$ cat src/rtl/hs_bus_amba_axilite_pkg.sv
// hs_bus_amba_axilite_pkg: bridge FSM encoding and AXI-Lite response codes
package hs_bus_amba_axilite_pkg;
  typedef enum logic [2:0] {
    IDLE    = 3'd0,
    WR_ACC  = 3'd1,
    WR_RESP = 3'd2,
    RD_ACC  = 3'd3,
    RD_RESP = 3'd4
  } axil_bridge_state_e;
  localparam logic [1:0] AXIL_RESP_OKAY   = 2'b00;
  localparam logic [1:0] AXIL_RESP_SLVERR = 2'b10;
  function automatic logic [1:0] axil_resp(input logic err);
    return err ? AXIL_RESP_SLVERR : AXIL_RESP_OKAY;
  endfunction
endpackage

$ cat src/rtl/hs_bus_amba_axilite_aw_w_join.sv
// hs_bus_amba_axilite_aw_w_join: captures AW and W independently and presents the joined write,
// forwarding same-cycle handshakes so a write can start the cycle its last half arrives
module hs_bus_amba_axilite_aw_w_join #(
  parameter int ID_WIDTH   = 1,
  parameter int ADDR_WIDTH = 32,
  parameter int DATA_WIDTH = 32,
  parameter int STRB_WIDTH = DATA_WIDTH / 8
) (
  input  logic                  clk,
  input  logic                  rst_n,
  input  logic                  en_i,
  input  logic                  clr_i,
  input  logic                  awvalid_i,
  input  logic [ID_WIDTH-1:0]   awid_i,
  input  logic [ADDR_WIDTH-1:0] awaddr_i,
  input  logic [2:0]            awprot_i,
  input  logic                  awtrace_i,
  input  logic                  awidunq_i,
  input  logic                  wvalid_i,
  input  logic [DATA_WIDTH-1:0] wdata_i,
  input  logic [STRB_WIDTH-1:0] wstrb_i,
  input  logic                  wtrace_i,
  output logic                  awready_o,
  output logic                  wready_o,
  output logic                  aw_cap_o,
  output logic                  w_cap_o,
  output logic                  full_o,
  output logic [ID_WIDTH-1:0]   id_o,
  output logic [ADDR_WIDTH-1:0] addr_o,
  output logic [2:0]            prot_o,
  output logic                  idunq_o,
  output logic                  trace_o,
  output logic [DATA_WIDTH-1:0] data_o,
  output logic [STRB_WIDTH-1:0] strb_o
);
  logic aw_q, aw_d, w_q, w_d, aw_hs, w_hs;
  logic awtrace_q, idunq_q, wtrace_q;
  logic [ID_WIDTH-1:0]   id_q;
  logic [ADDR_WIDTH-1:0] addr_q;
  logic [2:0]            prot_q;
  logic [DATA_WIDTH-1:0] data_q;
  logic [STRB_WIDTH-1:0] strb_q;
  assign awready_o = en_i & ~aw_q;
  assign wready_o  = en_i & ~w_q;
  assign aw_hs     = awvalid_i & awready_o;
  assign w_hs      = wvalid_i & wready_o;
  assign aw_cap_o  = aw_q;
  assign w_cap_o   = w_q;
  assign full_o    = (aw_q | aw_hs) & (w_q | w_hs);
  assign aw_d      = ~clr_i & (aw_q | aw_hs);
  assign w_d       = ~clr_i & (w_q | w_hs);
  assign id_o      = aw_q ? id_q : awid_i;
  assign addr_o    = aw_q ? addr_q : awaddr_i;
  assign prot_o    = aw_q ? prot_q : awprot_i;
  assign idunq_o   = aw_q ? idunq_q : awidunq_i;
  assign data_o    = w_q ? data_q : wdata_i;
  assign strb_o    = w_q ? strb_q : wstrb_i;
  assign trace_o   = (aw_q ? awtrace_q : awtrace_i) | (w_q ? wtrace_q : wtrace_i);
  // capture flags and held channel payloads
  always_ff @(posedge clk or negedge rst_n) begin
    if (!rst_n) begin
      aw_q      <= 1'b0;
      w_q       <= 1'b0;
      id_q      <= '0;
      addr_q    <= '0;
      prot_q    <= '0;
      awtrace_q <= 1'b0;
      idunq_q   <= 1'b0;
      data_q    <= '0;
      strb_q    <= '0;
      wtrace_q  <= 1'b0;
    end else begin
      aw_q <= aw_d;
      w_q  <= w_d;
      if (aw_hs) begin
        id_q      <= awid_i;
        addr_q    <= awaddr_i;
        prot_q    <= awprot_i;
        awtrace_q <= awtrace_i;
        idunq_q   <= awidunq_i;
      end
      if (w_hs) begin
        data_q   <= wdata_i;
        strb_q   <= wstrb_i;
        wtrace_q <= wtrace_i;
      end
    end
  end
endmodule

$ cat src/rtl/hs_bus_amba_axilite_reg_bridge.sv
// hs_bus_amba_axilite_reg_bridge: AXI5-Lite slave terminating into a register strobe port;
// define HS_AXILITE_REG_BRIDGE_WAIT_EN to add reg_ready wait-states on register accesses
module hs_bus_amba_axilite_reg_bridge #(
  parameter int ID_W_WIDTH = 1,
  parameter int ID_R_WIDTH = 1,
  parameter int ADDR_WIDTH = 32,
  parameter int DATA_WIDTH = 32,
  parameter int STRB_WIDTH = DATA_WIDTH / 8
) (
  input  logic                  clk,
  input  logic                  rst_n,
  input  logic                  s_axilite_awvalid,
  output logic                  s_axilite_awready,
  input  logic [ID_W_WIDTH-1:0] s_axilite_awid,
  input  logic [ADDR_WIDTH-1:0] s_axilite_awaddr,
  input  logic [2:0]            s_axilite_awprot,
  input  logic                  s_axilite_awtrace,
  input  logic                  s_axilite_awidunq,
  input  logic                  s_axilite_wvalid,
  output logic                  s_axilite_wready,
  input  logic [DATA_WIDTH-1:0] s_axilite_wdata,
  input  logic [STRB_WIDTH-1:0] s_axilite_wstrb,
  input  logic                  s_axilite_wtrace,
  output logic                  s_axilite_bvalid,
  input  logic                  s_axilite_bready,
  output logic [ID_W_WIDTH-1:0] s_axilite_bid,
  output logic                  s_axilite_bidunq,
  output logic                  s_axilite_btrace,
  output logic [1:0]            s_axilite_bresp,
  input  logic                  s_axilite_arvalid,
  output logic                  s_axilite_arready,
  input  logic [ID_R_WIDTH-1:0] s_axilite_arid,
  input  logic [ADDR_WIDTH-1:0] s_axilite_araddr,
  input  logic [2:0]            s_axilite_arprot,
  input  logic                  s_axilite_artrace,
  input  logic                  s_axilite_aridunq,
  output logic                  s_axilite_rvalid,
  input  logic                  s_axilite_rready,
  output logic [ID_R_WIDTH-1:0] s_axilite_rid,
  output logic                  s_axilite_ridunq,
  output logic                  s_axilite_rtrace,
  output logic [DATA_WIDTH-1:0] s_axilite_rdata,
  output logic [1:0]            s_axilite_rresp,
  output logic                  reg_wen,
  output logic                  reg_ren,
  output logic [ADDR_WIDTH-1:0] reg_addr,
  output logic [2:0]            reg_prot,
  output logic [DATA_WIDTH-1:0] reg_wdata,
  output logic [STRB_WIDTH-1:0] reg_wstrb,
  input  logic [DATA_WIDTH-1:0] reg_rdata,
`ifdef HS_AXILITE_REG_BRIDGE_WAIT_EN
  input  logic                  reg_ready,
`endif
  input  logic                  reg_err
);
  import hs_bus_amba_axilite_pkg::*;
  axil_bridge_state_e state_q, state_d;
  logic up_q, last_wr_q, idle, acc_done, acc_d, wr_gnt, rd_gnt, wr_done, rd_done;
  logic aw_cap, w_cap, wr_full, j_idunq, j_trace;
  logic [ID_W_WIDTH-1:0] j_id;
  logic [ADDR_WIDTH-1:0] j_addr;
  logic [2:0]            j_prot;
  logic [DATA_WIDTH-1:0] j_data;
  logic [STRB_WIDTH-1:0] j_strb;
`ifdef HS_AXILITE_REG_BRIDGE_WAIT_EN
  assign acc_done = reg_ready;
`else
  assign acc_done = 1'b1;
`endif
  // up_q keeps every ready low until the first clock after reset release
  assign idle              = up_q & (state_q == IDLE);
  assign s_axilite_arready = idle & ~aw_cap & ~w_cap & (~wr_full | last_wr_q);
  assign rd_gnt            = s_axilite_arvalid & s_axilite_arready;
  assign wr_gnt            = idle & wr_full & ~rd_gnt;
  assign acc_d             = (state_d == WR_ACC) | (state_d == RD_ACC);
  assign wr_done           = (state_q == WR_ACC) & acc_done;
  assign rd_done           = (state_q == RD_ACC) & acc_done;
  hs_bus_amba_axilite_aw_w_join #(
    .ID_WIDTH(ID_W_WIDTH), .ADDR_WIDTH(ADDR_WIDTH), .DATA_WIDTH(DATA_WIDTH), .STRB_WIDTH(STRB_WIDTH)
  ) u_join (
    .clk(clk), .rst_n(rst_n), .en_i(idle), .clr_i(wr_gnt),
    .awvalid_i(s_axilite_awvalid), .awid_i(s_axilite_awid), .awaddr_i(s_axilite_awaddr),
    .awprot_i(s_axilite_awprot), .awtrace_i(s_axilite_awtrace), .awidunq_i(s_axilite_awidunq),
    .wvalid_i(s_axilite_wvalid), .wdata_i(s_axilite_wdata), .wstrb_i(s_axilite_wstrb),
    .wtrace_i(s_axilite_wtrace), .awready_o(s_axilite_awready), .wready_o(s_axilite_wready),
    .aw_cap_o(aw_cap), .w_cap_o(w_cap), .full_o(wr_full), .id_o(j_id), .addr_o(j_addr),
    .prot_o(j_prot), .idunq_o(j_idunq), .trace_o(j_trace), .data_o(j_data), .strb_o(j_strb)
  );
  // next-state decode
  always_comb begin
    state_d = state_q;
    case (state_q)
      IDLE:    state_d = wr_gnt ? WR_ACC : rd_gnt ? RD_ACC : IDLE;
      WR_ACC:  state_d = acc_done ? WR_RESP : WR_ACC;
      WR_RESP: state_d = s_axilite_bready ? IDLE : WR_RESP;
      RD_ACC:  state_d = acc_done ? RD_RESP : RD_ACC;
      RD_RESP: state_d = s_axilite_rready ? IDLE : RD_RESP;
      default: state_d = IDLE;
    endcase
  end
  // FSM, arbitration flag and registered register-port operands (zero outside an access)
  always_ff @(posedge clk or negedge rst_n) begin
    if (!rst_n) begin
      state_q   <= IDLE;
      up_q      <= 1'b0;
      last_wr_q <= 1'b0;
      reg_wen   <= 1'b0;
      reg_ren   <= 1'b0;
      reg_addr  <= '0;
      reg_prot  <= '0;
      reg_wdata <= '0;
      reg_wstrb <= '0;
    end else begin
      state_q   <= state_d;
      up_q      <= 1'b1;
      last_wr_q <= wr_gnt ? 1'b1 : rd_gnt ? 1'b0 : last_wr_q;
      reg_wen   <= state_d == WR_ACC;
      reg_ren   <= state_d == RD_ACC;
      reg_addr  <= wr_gnt ? j_addr : rd_gnt ? s_axilite_araddr : acc_d ? reg_addr : '0;
      reg_prot  <= wr_gnt ? j_prot : rd_gnt ? s_axilite_arprot : acc_d ? reg_prot : '0;
      reg_wdata <= wr_gnt ? j_data : (state_d == WR_ACC) ? reg_wdata : '0;
      reg_wstrb <= wr_gnt ? j_strb : (state_d == WR_ACC) ? reg_wstrb : '0;
    end
  end
  // B/R channels: echoes latched at grant, response latched when the access completes
  always_ff @(posedge clk or negedge rst_n) begin
    if (!rst_n) begin
      s_axilite_bvalid <= 1'b0;
      s_axilite_bid    <= '0;
      s_axilite_bidunq <= 1'b0;
      s_axilite_btrace <= 1'b0;
      s_axilite_bresp  <= AXIL_RESP_OKAY;
      s_axilite_rvalid <= 1'b0;
      s_axilite_rid    <= '0;
      s_axilite_ridunq <= 1'b0;
      s_axilite_rtrace <= 1'b0;
      s_axilite_rdata  <= '0;
      s_axilite_rresp  <= AXIL_RESP_OKAY;
    end else begin
      s_axilite_bvalid <= wr_done | (s_axilite_bvalid & ~s_axilite_bready);
      s_axilite_rvalid <= rd_done | (s_axilite_rvalid & ~s_axilite_rready);
      if (wr_gnt) begin
        s_axilite_bid    <= j_id;
        s_axilite_bidunq <= j_idunq;
        s_axilite_btrace <= j_trace;
      end
      if (rd_gnt) begin
        s_axilite_rid    <= s_axilite_arid;
        s_axilite_ridunq <= s_axilite_aridunq;
        s_axilite_rtrace <= s_axilite_artrace;
      end
      if (wr_done) s_axilite_bresp <= axil_resp(reg_err);
      if (rd_done) begin
        s_axilite_rresp <= axil_resp(reg_err);
        s_axilite_rdata <= reg_err ? '0 : reg_rdata;
      end
    end
  end
endmodule

$ cat config.mk
export PLATFORM = sky130hd
export DESIGN_NAME = hs_bus_amba_axilite_reg_bridge
export DESIGN_NICKNAME = d
export VERILOG_FILES = /design/src/rtl/hs_bus_amba_axilite_pkg.sv /design/src/rtl/hs_bus_amba_axilite_aw_w_join.sv /design/src/rtl/hs_bus_amba_axilite_reg_bridge.sv
export SDC_FILE = /design/constraint.sdc
export NUM_CORES = 1
export LEC_CHECK = 0
export BUFFER_PORTS_ARGS = -buffer_cell sky130_fd_sc_hd__buf_4
export CAP_MARGIN = 20
export CORE_MARGIN = 2
export CORE_UTILIZATION = 30
export CTS_CLUSTER_SIZE = 10
export DETAILED_ROUTE_END_ITERATION = 8
export PLACE_DENSITY = 0.6
export SLEW_MARGIN = 20
export SYNTH_ARGS = -nofsm -noshare
export SYNTH_HDL_FRONTEND = slang
export SYNTH_HIERARCHICAL = 1
export SYNTH_SLANG_ARGS = --single-unit
$ cat constraint.sdc
create_clock -name clk -period 3.7 [get_ports clk]
set_clock_uncertainty 0.05 [all_clocks]
set_input_delay 0.185 -clock clk [delete_from_list [all_inputs] [get_ports clk]]
set_output_delay 0.185 -clock clk [all_outputs]
set_load 0.02 [all_outputs]
==> results of run 1 <==
[state kept, by name, summed over array words and instances, names as in the netlist, 4 cells and up]
register,cells
u_join/strb_q,4
u_join/addr_q,32
reg_wdata,32
u_join/data_q,32
reg_wstrb,4
reg_addr,32
s_axilite_rdata,32
[metrics by stage]
stage	setup slack (ns)	instances	hold slack, ns	util
3_5_place_dp	0.739	1334	0.341	0.389
3_3_place_gp	0.792	1334	0.341	0.389
6_report	0.395	1519	0.0270	0.463
2_1_floorplan	1.06	730	-0.161	-
4_1_cts	0.373	1514	0.00170	0.462
5_1_grt	0.202	1518	0.0270	0.463
[worst paths after layout]
| path | end | cells after the start |
|---|---|---|
| max reg2reg | reg_wdata[20] | 8 |
| min reg2reg | s_axilite_rdata[13] | 2 |
| max | s_axilite_arready | 8 |
| max in group asynchronous | u_join/addr_q[25] | 3 |
| min in group asynchronous | u_join/data_q[27] | 2 |
| min | u_join/w_cap_o | 3 |
[power groups by stage]
stage | clock (W) | sequential, W | combinational (W)
2_1_floorplan | 0 | 0.00382 | 0.00217
4_1_cts | 0.00200 | 0.00342 | 0.00405
3_3_place_gp | 0 | 0.00343 | 0.00387
5_1_grt | 0.00208 | 0.00352 | 0.00437
6_report | 0.00191 | 0.00341 | 0.00401
3_5_place_dp | 0 | 0.00345 | 0.00392
[worst reg2reg max path, delay by kind of cell (launching register included)]
| family | cells | cell delay (ns) |
|---|---|---|
| and+or+nand+nor | 3 | 0.87 |
| AOI/OAI and AO/OA | 2 | 0.86 |
| buffers and inverters | 3 | 0.66 |
| DFF | 1 | 0.42 |
[cell families (layout without fill, tap and decap cells)]
kind of cell	count (synthesis)	after routing
AO/OA/AOI/OAI	112	112
buffers and inverters	69	470
flip-flops	197	197
multiplexers	158	158
other	2	7
AND/OR/NAND/NOR	191	191
[layer usage]
layer,routed length [um],share of wire,vias up
li1,-,-,3322
met1,10300,0.43,3347
met2,11600,0.49,194
met3,1360,0.057,37
met4,614,0.026,2
met5,16,0.00067,-
[cells in the final DEF, fill, tap and decap left out, drive strengths merged]
master       synthesis  final
a31o                35     35
nor2                 7      7
and3                 1      1
nand3b               4      4
a21oi               38     38
buf                 23    284
diode                0      4
nor2b                2      2
o21a                 2      2
dlygate4sd3          0    148
inv                  5     13
and2                36     36
conb                 2      3
a311oi               2      2
nor3b                1      1
nand2               69     69
a21o                 1      1
nand2b              33     33
dfrtp              197    197
o21ai               33     33
nand4               37     37
clkbuf              41     19
mux2               156    156
a211oi               1      1
mux2i                2      2
clkinv               0      6
or4b                 1      1
[cell type report]
type / count / area, um^2 / area share
sequential: 197 / 4930 / 0.369
timing repair buffer: 433 / 3670 / 0.275
multi-input combinational: 464 / 3630 / 0.271
tap: 384 / 480 / 0.0360
clock buffer: 18 / 439 / 0.0329
clock inverter: 14 / 178 / 0.0133
inverter: 5 / 18.8 / 0.00141
antenna: 4 / 10.0 / 0.000749
==> flow_metrics.py, run 1 <==
metrics = {
    "placement": {
        "postPlaceCellArea_mm2": 0.0112,
        "gp_congestion": 0.751,
        "dpl.hpwl_mm": 15.1,
        "numPortBuffers": 270,
    },
    "grt": {
        "grt_pass1_vias": 7345,
        "gr-total-overflow": 0,
        "grt_max_degree": 111,
        "grtUsageMet3": 0.0418,
        "busiest_layer": "met2",
        "grt_first_pass_wirelength_mm": 38.4,
        "use_met2": 0.262,
        "antenna_found_initial": 4,
        "grt.met1_usage": 0.194,
        "track_usage": 0.156,
    },
    "yosys": {
        "synthFlopType": "dfrtp_1",
        "synthTopCellsByArea": "dfrtp_1 (56%), mux2_2 (13%), mux2_1 (4.2%)",
        "synthMuxAreaShare": 0.209,
        "ys_warn_count": 6,
        "yosysSeqAreaShare": 0.557,
        "syn_area_mm2": 0.00885,
        "yosysMostFrequentCell": "dfrtp_1",
        "synth_adder_area_share": 0,
        "synth_cell_types": 31,
        "synthXorXnorAreaFrac": 0,
        "synth_top_area_frac": 0.557,
        "synth_edf_count": 0,
        "ys_top_cells_by_count": "dfrtp_1 (197), mux2_2 (103), nand2_1 (69)",
        "synth_top_family_by_area": "multiplexers",
        "yosysTopAreaCell": "dfrtp_1",
        "postSynthCellCount": 729,
        "synth-simple-area-share": 0.115,
        "synth_seq_cells": 197,
        "asyncSetResetFlopFracSynth": 1.00,
        "avgSynthCellArea_um2": 12.1,
        "synth_compound_area_frac": 0.0809,
    },
    "pwr": {
        "switching_share": 0.361,
        "p_leak_nw": 6.27,
        "irDropWorstVdd_mv": 0.288,
        "combPwrFrac": 0.430,
        "clkPwrFrac": 0.205,
        "p_int_w": 0.00596,
        "powerDensity_mw_per_mm2": 699,
        "power_switching_w": 0.00337,
        "p_seq_frac": 0.365,
        "total_power_w": 0.00934,
    },
    "route": {
        "drt_iter0_drc": 321,
        "drt_wl_total_mm": 24.0,
        "avgViaCountPerCell": 4.54,
        "dr.pass1.iters": 4,
        "antenna_left": 0,
        "num_vias": 6902,
        "wl_per_cell_um": 15.8,
        "drcViolationCount": 0,
    },
    "die": {
        "core_mm2": 0.0289,
        "io_pins": 273,
        "start_util": 0.307,
        "die_y_um": 176,
        "floorplan.die.width_um": 176,
        "dieArea_mm2": 0.0309,
        "num_rows": 62,
    },
    "setup_path": {
        "reg2reg_from": "state_q[1]",
        "cp_max_fo": 43,
        "cp_slowest_cell": "or4b_4",
        "start_kind": "flip-flop",
        "path_delay_family": "simple AND/OR/NAND/NOR gates",
        "crit_buf_inv": 3,
        "ff2ff_setup_slack_ns": 0.80,
        "crit_start": "state_q[1]",
        "crit_chain": "or4b_4, inv_1, a21oi_1, nor2_4, nand2b_2, buf_12, and3_1, buf_4",
        "worstSetupEndpointType": "output pin",
        "criticalPathCategory": "reg -> out",
        "required_ns": 3.46,
        "slowest_delay_ns": 0.55,
        "cp.arrival_ns": 3.07,
    },
    "clock_network": {
        "cts_buffer_depth": 2,
        "cts_root_buffer": "clkbuf_16",
        "numCtsBuffers": 17,
        "h-tree-depth": 4,
        "clock_latency_ns": 0.42,
        "postCtsHoldBufs": 148,
        "post-cts-setup-buffers": 0,
        "clk_pin_slew_ns": 0.08,
        "cts_tree": "done",
        "cts.repair.resized": 0,
        "cts.sinks": 197,
    },
    "min_path": {
        "hp-start": "s_axilite_wvalid",
        "hp-class": "in -> reg",
    },
    "sta": {
        "worst_pin_slew_ns": 0.953,
        "slew_headroom": 0.365,
        "drv_slew": 0,
        "fin_tns_setup_ns": 0,
        "hold_violations": 0,
        "setup_viol": 0,
        "final.period_utilization": 0.893,
        "fin_crit_ns": 3.30,
        "rsz0062_at_grt": "no",
        "timing.fmax_mhz": 303,
    },
    "layout": {
        "nNetsFinal": 1271,
        "drive_gt1_frac": 0.426,
        "fillCellCount": 2642,
        "syn2layout_area_growth_pct": 50.9,
        "stdcell_area_mm2": 0.0134,
    },
    "flow_run": {
        "cap_violations": 0,
    },
    "outcome": {
        "status": "finished clean",
    },
}
No activity file was read; power rests on OpenSTA's default activity.
==> run 2: changes to the inputs <==
--- a/constraint.sdc
+++ b/constraint.sdc
@@ -4,2 +4,2 @@
 set_output_delay 0.185 -clock clk [all_outputs]
-set_load 0.02 [all_outputs]
+set_load 0.005 [all_outputs]
==> run 2 against run 1 <==
Net effect:
- sequential power about the same
- largest power group unchanged
- final area fell by 0.41%
- global-route usage rose by 0.32 points
- hold slack worse by 0.0045 ns
- clock-buffer cell count increased by 2
- worst setup slack better by 0.24 ns
- largest cell class unchanged
- core utilization fell by 0.19 points
- flip-flop and latch count unchanged
- critical path type unchanged
- total power shrank 4.9%
- maximum frequency up 7.7%
==> flow_metrics.py, run 2 (synthesis gave the netlist of run 1 again) <==
metrics = {
    "outcome": {
        "status": "finished clean",
    },
    "setup_path": {
        "criticalPathCategory": "reg -> out",
        "cp_max_fo": 34,
        "cp.arrival_ns": 2.83,
        "required_ns": 3.46,
        "start_kind": "flip-flop",
        "ff2ff_setup_slack_ns": 0.78,
        "crit_start": "state_q[1]",
        "rr_endpoint": "reg_addr[1]",
        "reg2reg_from": "state_q[1]",
        "worstSetupEndpointType": "output pin",
        "rr_worst_depth": 8,
    },
    "layout": {
        "final_common_cell": "buf_4",
        "drive_gt1_frac": 0.424,
        "postLayoutCoreUtil": 0.461,
        "syn2layout_area_growth_pct": 50.3,
        "final_cell_mix": "buf_4 (282), dfrtp_1 (195), dlygate4sd3_1 (148), mux2_2 (103), nand2_1 (69)",
        "nNetsFinal": 1270,
    },
    "sta": {
        "setup_viol": 0,
        "slew_headroom": 0.459,
        "rsz0062_at_grt": "no",
        "final.period_utilization": 0.829,
        "hold_violations": 0,
        "fin_crit_ns": 3.07,
        "drv_slew": 0,
        "fin_tns_setup_ns": 0,
        "worst_pin_slew_ns": 0.812,
        "timing.fmax_mhz": 326,
    },
    "route": {
        "avgViaCountPerCell": 4.57,
        "dr.pass1.iters": 5,
        "drcViolationCount": 0,
        "antenna_left": 0,
        "wl_per_cell_um": 16.1,
        "num_vias": 6921,
        "drt_wl_total_mm": 24.5,
        "drt_iter0_drc": 331,
    },
    "pwr": {
        "irDropWorstVdd_mv": 0.415,
        "switching_share": 0.315,
        "power_switching_w": 0.00279,
        "combPwrFrac": 0.399,
        "clkPwrFrac": 0.220,
        "p_leak_nw": 6.24,
        "powerDensity_mw_per_mm2": 668,
        "p_int_w": 0.00608,
        "p_seq_frac": 0.381,
    },
    "clock_network": {
        "clk_pin_slew_ns": 0.08,
        "post-cts-setup-buffers": 0,
        "clock_latency_ns": 0.43,
        "cts_root_buffer": "clkbuf_16",
        "h-tree-depth": 4,
        "numCtsBuffers": 17,
        "cts.repair.resized": 0,
        "cts.sinks": 197,
        "cts_tree": "done",
        "cts_buffer_depth": 2,
    },
    "placement": {
        "numPortBuffers": 270,
        "gp_congestion": 0.733,
        "dpl.hpwl_mm": 15.4,
    },
    "grt": {
        "grt_pass1_vias": 7249,
        "grt_max_degree": 76,
        "track_usage": 0.160,
        "grt_first_pass_wirelength_mm": 38.7,
        "antenna_found_initial": 3,
        "gr-total-overflow": 0,
    },
    "die": {
        "floorplan.die.width_um": 176,
        "io_pins": 273,
        "start_util": 0.307,
        "core_mm2": 0.0289,
        "die_y_um": 176,
        "num_rows": 62,
        "dieArea_mm2": 0.0309,
    },
    "min_path": {
        "hp-start": "s_axilite_wvalid",
        "hold_depth": 3,
        "min_to": "u_join/w_cap_o",
        "hp-class": "in -> reg",
    },
    "flow_run": {
        "cap_violations": 0,
    },
}
[run 2: power by group through the flow]
stage	combinational [W]	sequential (W)	clock, W
finish	0.00354	0.00338	0.00195
detailed placement	0.00345	0.00342	0
CTS	0.00359	0.00339	0.00202
floorplan	0.00216	0.00337	0
global placement	0.00340	0.00340	0
global route	0.00389	0.00349	0.00212
[run 2: worst max path at each step]
stage                             end  slack [ns]  cells after the start
finish              s_axilite_arready        0.63                      7
global route        s_axilite_arready        0.49                      7
CTS                 s_axilite_arready        0.62                      7
detailed placement        reg_addr[4]        0.83                      8
global placement          reg_addr[3]        0.89                      8
floorplan               s_axilite_bid        1.06                      9
[run 2: metrics by stage]
| step | worst slack, ns | area (um^2) | hold WS (ns) | std cells | power, W |
|---|---|---|---|---|---|
| after detailed placement | 0.826 | 11200 | 0.206 | 1334 | 0.00687 |
| after floorplan | 1.06 | 8850 | -0.161 | 730 | 0.00552 |
| final | 0.633 | 13300 | 0.0225 | 1515 | 0.00888 |
| after CTS | 0.615 | 13300 | 0.00640 | 1512 | 0.00900 |
| after global placement | 0.892 | 11200 | 0.197 | 1334 | 0.00679 |
| after global routing | 0.486 | 13300 | 0.0543 | 1515 | 0.00950 |
[run 2: timing repair]
item                                    4_1_cts  5_1_grt
endpoints found under the hold margin       216        0
endpoints found under the setup margin        0        0
hold buffers                                148        0
[run 2: worst max-delay path: stages (launching register included)]
cell      delay [ns]
dfrtp_1         0.42
or4b_4          0.55
inv_1           0.20
a21oi_1         0.16
nor2_4          0.15
nand2b_2        0.39
and3_1          0.37
buf_4           0.15
[run 2: per-layer routing]
layer  routed length [um]  global-route usage  up-vias
met3                 1250              0.0411       30
li1                     -                   -     3325
met1                10900               0.205     3375
met5                    0                   0        -
met2                11800               0.265      191
met4                  504              0.0492        0
[run 2: final cells by class]
type                            count  area (um^2)
Multi-Input combinational cell    464         3630
Antenna cell                        3         7.51
Timing Repair Buffer              432         3630
Fill cell                        2693        15600
Clock buffer                       20          457
Inverter                            5         18.8
Sequential cell                   197         4930
Tap cell                          384          480
Clock inverter                     10          148
==> run 3: changes to the inputs <==
- ABC_AREA: not set -> 1
- clock period: 3.7 -> 2.9 ns (I/O delays scaled with it)
==> run 3 against run 2 <==
Net effect:
- register-to-register slack worse by 0.57 ns
- sequential share of layout area rose by 0.57 points
- clock-buffer cell count increased by 1
- sequential power grew 25%
- non-clock buffer count is 24 higher
- synthesized cell count rose by 37%
- first-iteration DRC count rose by 61%
- via count up 17%
- worst setup slack lost 0.43 ns
- largest cell class unchanged
==> flow_metrics.py, run 3 <==
metrics = {
    "pwr": {
        "p_leak_nw": 7.12,
        "irDropWorstVdd_mv": 0.416,
        "total_power_w": 0.0109,
        "powerDensity_mw_per_mm2": 832,
    },
    "yosys": {
        "asyncSetResetFlopFracSynth": 1.00,
        "yosysMostFrequentCell": "nand2_1",
        "yosysSeqAreaShare": 0.575,
        "yosysTopAreaCell": "dfrtp_1",
        "synth_seq_cells": 197,
        "ys_top_cells_by_count": "nand2_1 (465), dfrtp_1 (197), nand4_1 (75)",
        "synth_edf_count": 0,
        "syn_area_mm2": 0.00858,
        "synthTopCellsByArea": "dfrtp_1 (57%), nand2_1 (20%), nand4_1 (5.5%)",
        "ys_warn_count": 6,
        "synth_top_area_frac": 0.575,
        "synthFlopType": "dfrtp_1",
        "avgSynthCellArea_um2": 8.57,
        "synth_cell_types": 25,
        "postSynthCellCount": 1001,
    },
    "route": {
        "num_vias": 8093,
        "drcViolationCount": 0,
        "avgViaCountPerCell": 4.51,
        "drt_iter0_drc": 533,
        "dr.pass1.iters": 5,
        "drt_wl_total_mm": 26.9,
        "wl_per_cell_um": 15.0,
        "antenna_left": 0,
    },
    "layout": {
        "postLayoutCoreUtil": 0.469,
        "fillCellCount": 2641,
        "syn2layout_area_growth_pct": 52.6,
        "nNetsFinal": 1557,
        "drive_gt1_frac": 0.240,
        "final_common_cell": "nand2_1",
        "final_cell_mix": "nand2_1 (465), buf_4 (291), dfrtp_1 (197), dlygate4sd3_1 (160), nand4_1 (75)",
    },
    "sta": {
        "fin_ws_ns": 0.207,
        "drv_slew": 0,
        "hold_violations": 0,
        "slew_headroom": 0.453,
        "fin_tns_setup_ns": 0,
        "worst_pin_slew_ns": 0.821,
        "setup_viol": 0,
        "whs_ns": 0.112,
        "fin_crit_ns": 2.69,
        "rsz0062_at_grt": "no",
        "timing.fmax_mhz": 371,
        "final.period_utilization": 0.929,
    },
    "placement": {
        "gp_congestion": 0.848,
        "dpl.hpwl_mm": 16.7,
        "numPortBuffers": 270,
        "pre_cts_slack_ns": 0.385,
    },
    "die": {
        "start_util": 0.307,
        "die_y_um": 173,
        "core_mm2": 0.0279,
        "num_rows": 61,
        "floorplan.die.width_um": 173,
        "dieArea_mm2": 0.0300,
        "io_pins": 273,
    },
    "min_path": {
        "hp-start": "s_axilite_arvalid",
        "hp-class": "in -> reg",
    },
    "setup_path": {
        "cp.arrival_ns": 3.00,
        "start_kind": "flip-flop",
        "worstSetupEndpointType": "flip-flop",
        "cp_max_fo": 46,
        "required_ns": 3.21,
        "criticalPathCategory": "reg -> reg",
        "crit_start": "state_q[2]",
        "reg2reg_from": "state_q[2]",
    },
    "grt": {
        "grt_first_pass_wirelength_mm": 44.3,
        "grt_pass1_vias": 8139,
        "grt_max_degree": 96,
        "gr-total-overflow": 0,
        "antenna_found_initial": 1,
        "track_usage": 0.184,
    },
    "outcome": {
        "status": "finished clean",
    },
    "clock_network": {
        "h-tree-depth": 4,
        "clock_latency_ns": 0.43,
        "cts_tree": "done",
        "cts_buffer_depth": 2,
        "cts_root_buffer": "clkbuf_16",
        "clk_pin_slew_ns": 0.08,
        "numCtsBuffers": 17,
        "cts.sinks": 197,
    },
    "flow_run": {
        "cap_violations": 0,
    },
}
-- run 3: cell count changes in the layout (fill, tap and decap cells not counted), moves of 38 or more --
cell     change
inv_1       +42
nand4_1     +38
nand3_1     +42
nand2_1    +396
nor2_1      +39
mux2_2     -102
-- run 3: cell families (layout without fill, tap and decap cells) --
kind of cell,count (synthesis),in the layout,share of synthesized area
flip-flops,197,197,0.575
buffers and inverters,128,543,0.0747
AND/OR/NAND/NOR,632,632,0.310
other,2,4,0.000876
multiplexers,1,1,0.00131
AO/OA/AOI/OAI,41,41,0.0384
-- run 3: repair_timing --
| item | in CTS | in global routing |
|---|---|---|
| endpoints found under the setup margin | 0 | 9 |
| buffers inserted | 0 | 4 |
| hold buffers | 160 | 0 |
| gates resized for setup | 0 | 4 |
| endpoints found under the hold margin | 280 | 0 |
-- run 3: cell type report --
class                      count  area (um^2)  area share
clock buffer                  21          460      0.0352
multi-input combinational    677         3010       0.230
clock inverter                11          143      0.0109
timing repair buffer         456         3860       0.295
sequential                   197         4930       0.377
antenna                        1         2.50    0.000191
inverter                      55          211      0.0162
tap                          378          473      0.0361
-- run 3: metal layers --
layer  vias up  share of wire  track usage
li1       3987              -            -
met3        28          0.050       0.0387
met5         -              0            0
met1      3821           0.45        0.244
met2       257           0.48        0.304
met4         0          0.015       0.0519
-- run 3: metrics by stage --
stage	std cells	instance area [um^2]
5_1_grt	1795	13100
3_3_place_gp	1599	10800
4_1_cts	1791	13100
6_report	1796	13100
3_5_place_dp	1599	10800
2_1_floorplan	1002	8580
-- run 3: path summary, 6_finish.rpt --
path	slack (ns)	cells after the start	end
min reg2reg	0.42	2	u_join/addr_q[5]
max in group asynchronous	1.66	3	u_join/addr_q[18]
max reg2reg	0.21	10	reg_addr[10]
min	0.11	4	s_axilite_bidunq
max	0.21	10	reg_addr[10]
min in group asynchronous	0.31	2	u_join/data_q[16]
-- run 3: report_power, final --
part	leakage, nW	switching, W	internal [W]
logic	4.26	0.00235	0.00186
registers	2.58	0.000506	0.00373
clock network	0.286	0.00110	0.00134
-- run 3: worst max-delay path, cell delays in order (launching register included) --
cell and delay, ns:
dfrtp_1 0.40, inv_2 0.09, nand2_1 0.08, nor2_4 0.16
buf_6 0.37, nand2_1 0.17, inv_2 0.08, buf_4 0.42
nand3_1 0.15, nand2_1 0.09, dlygate4sd3_1 0.56
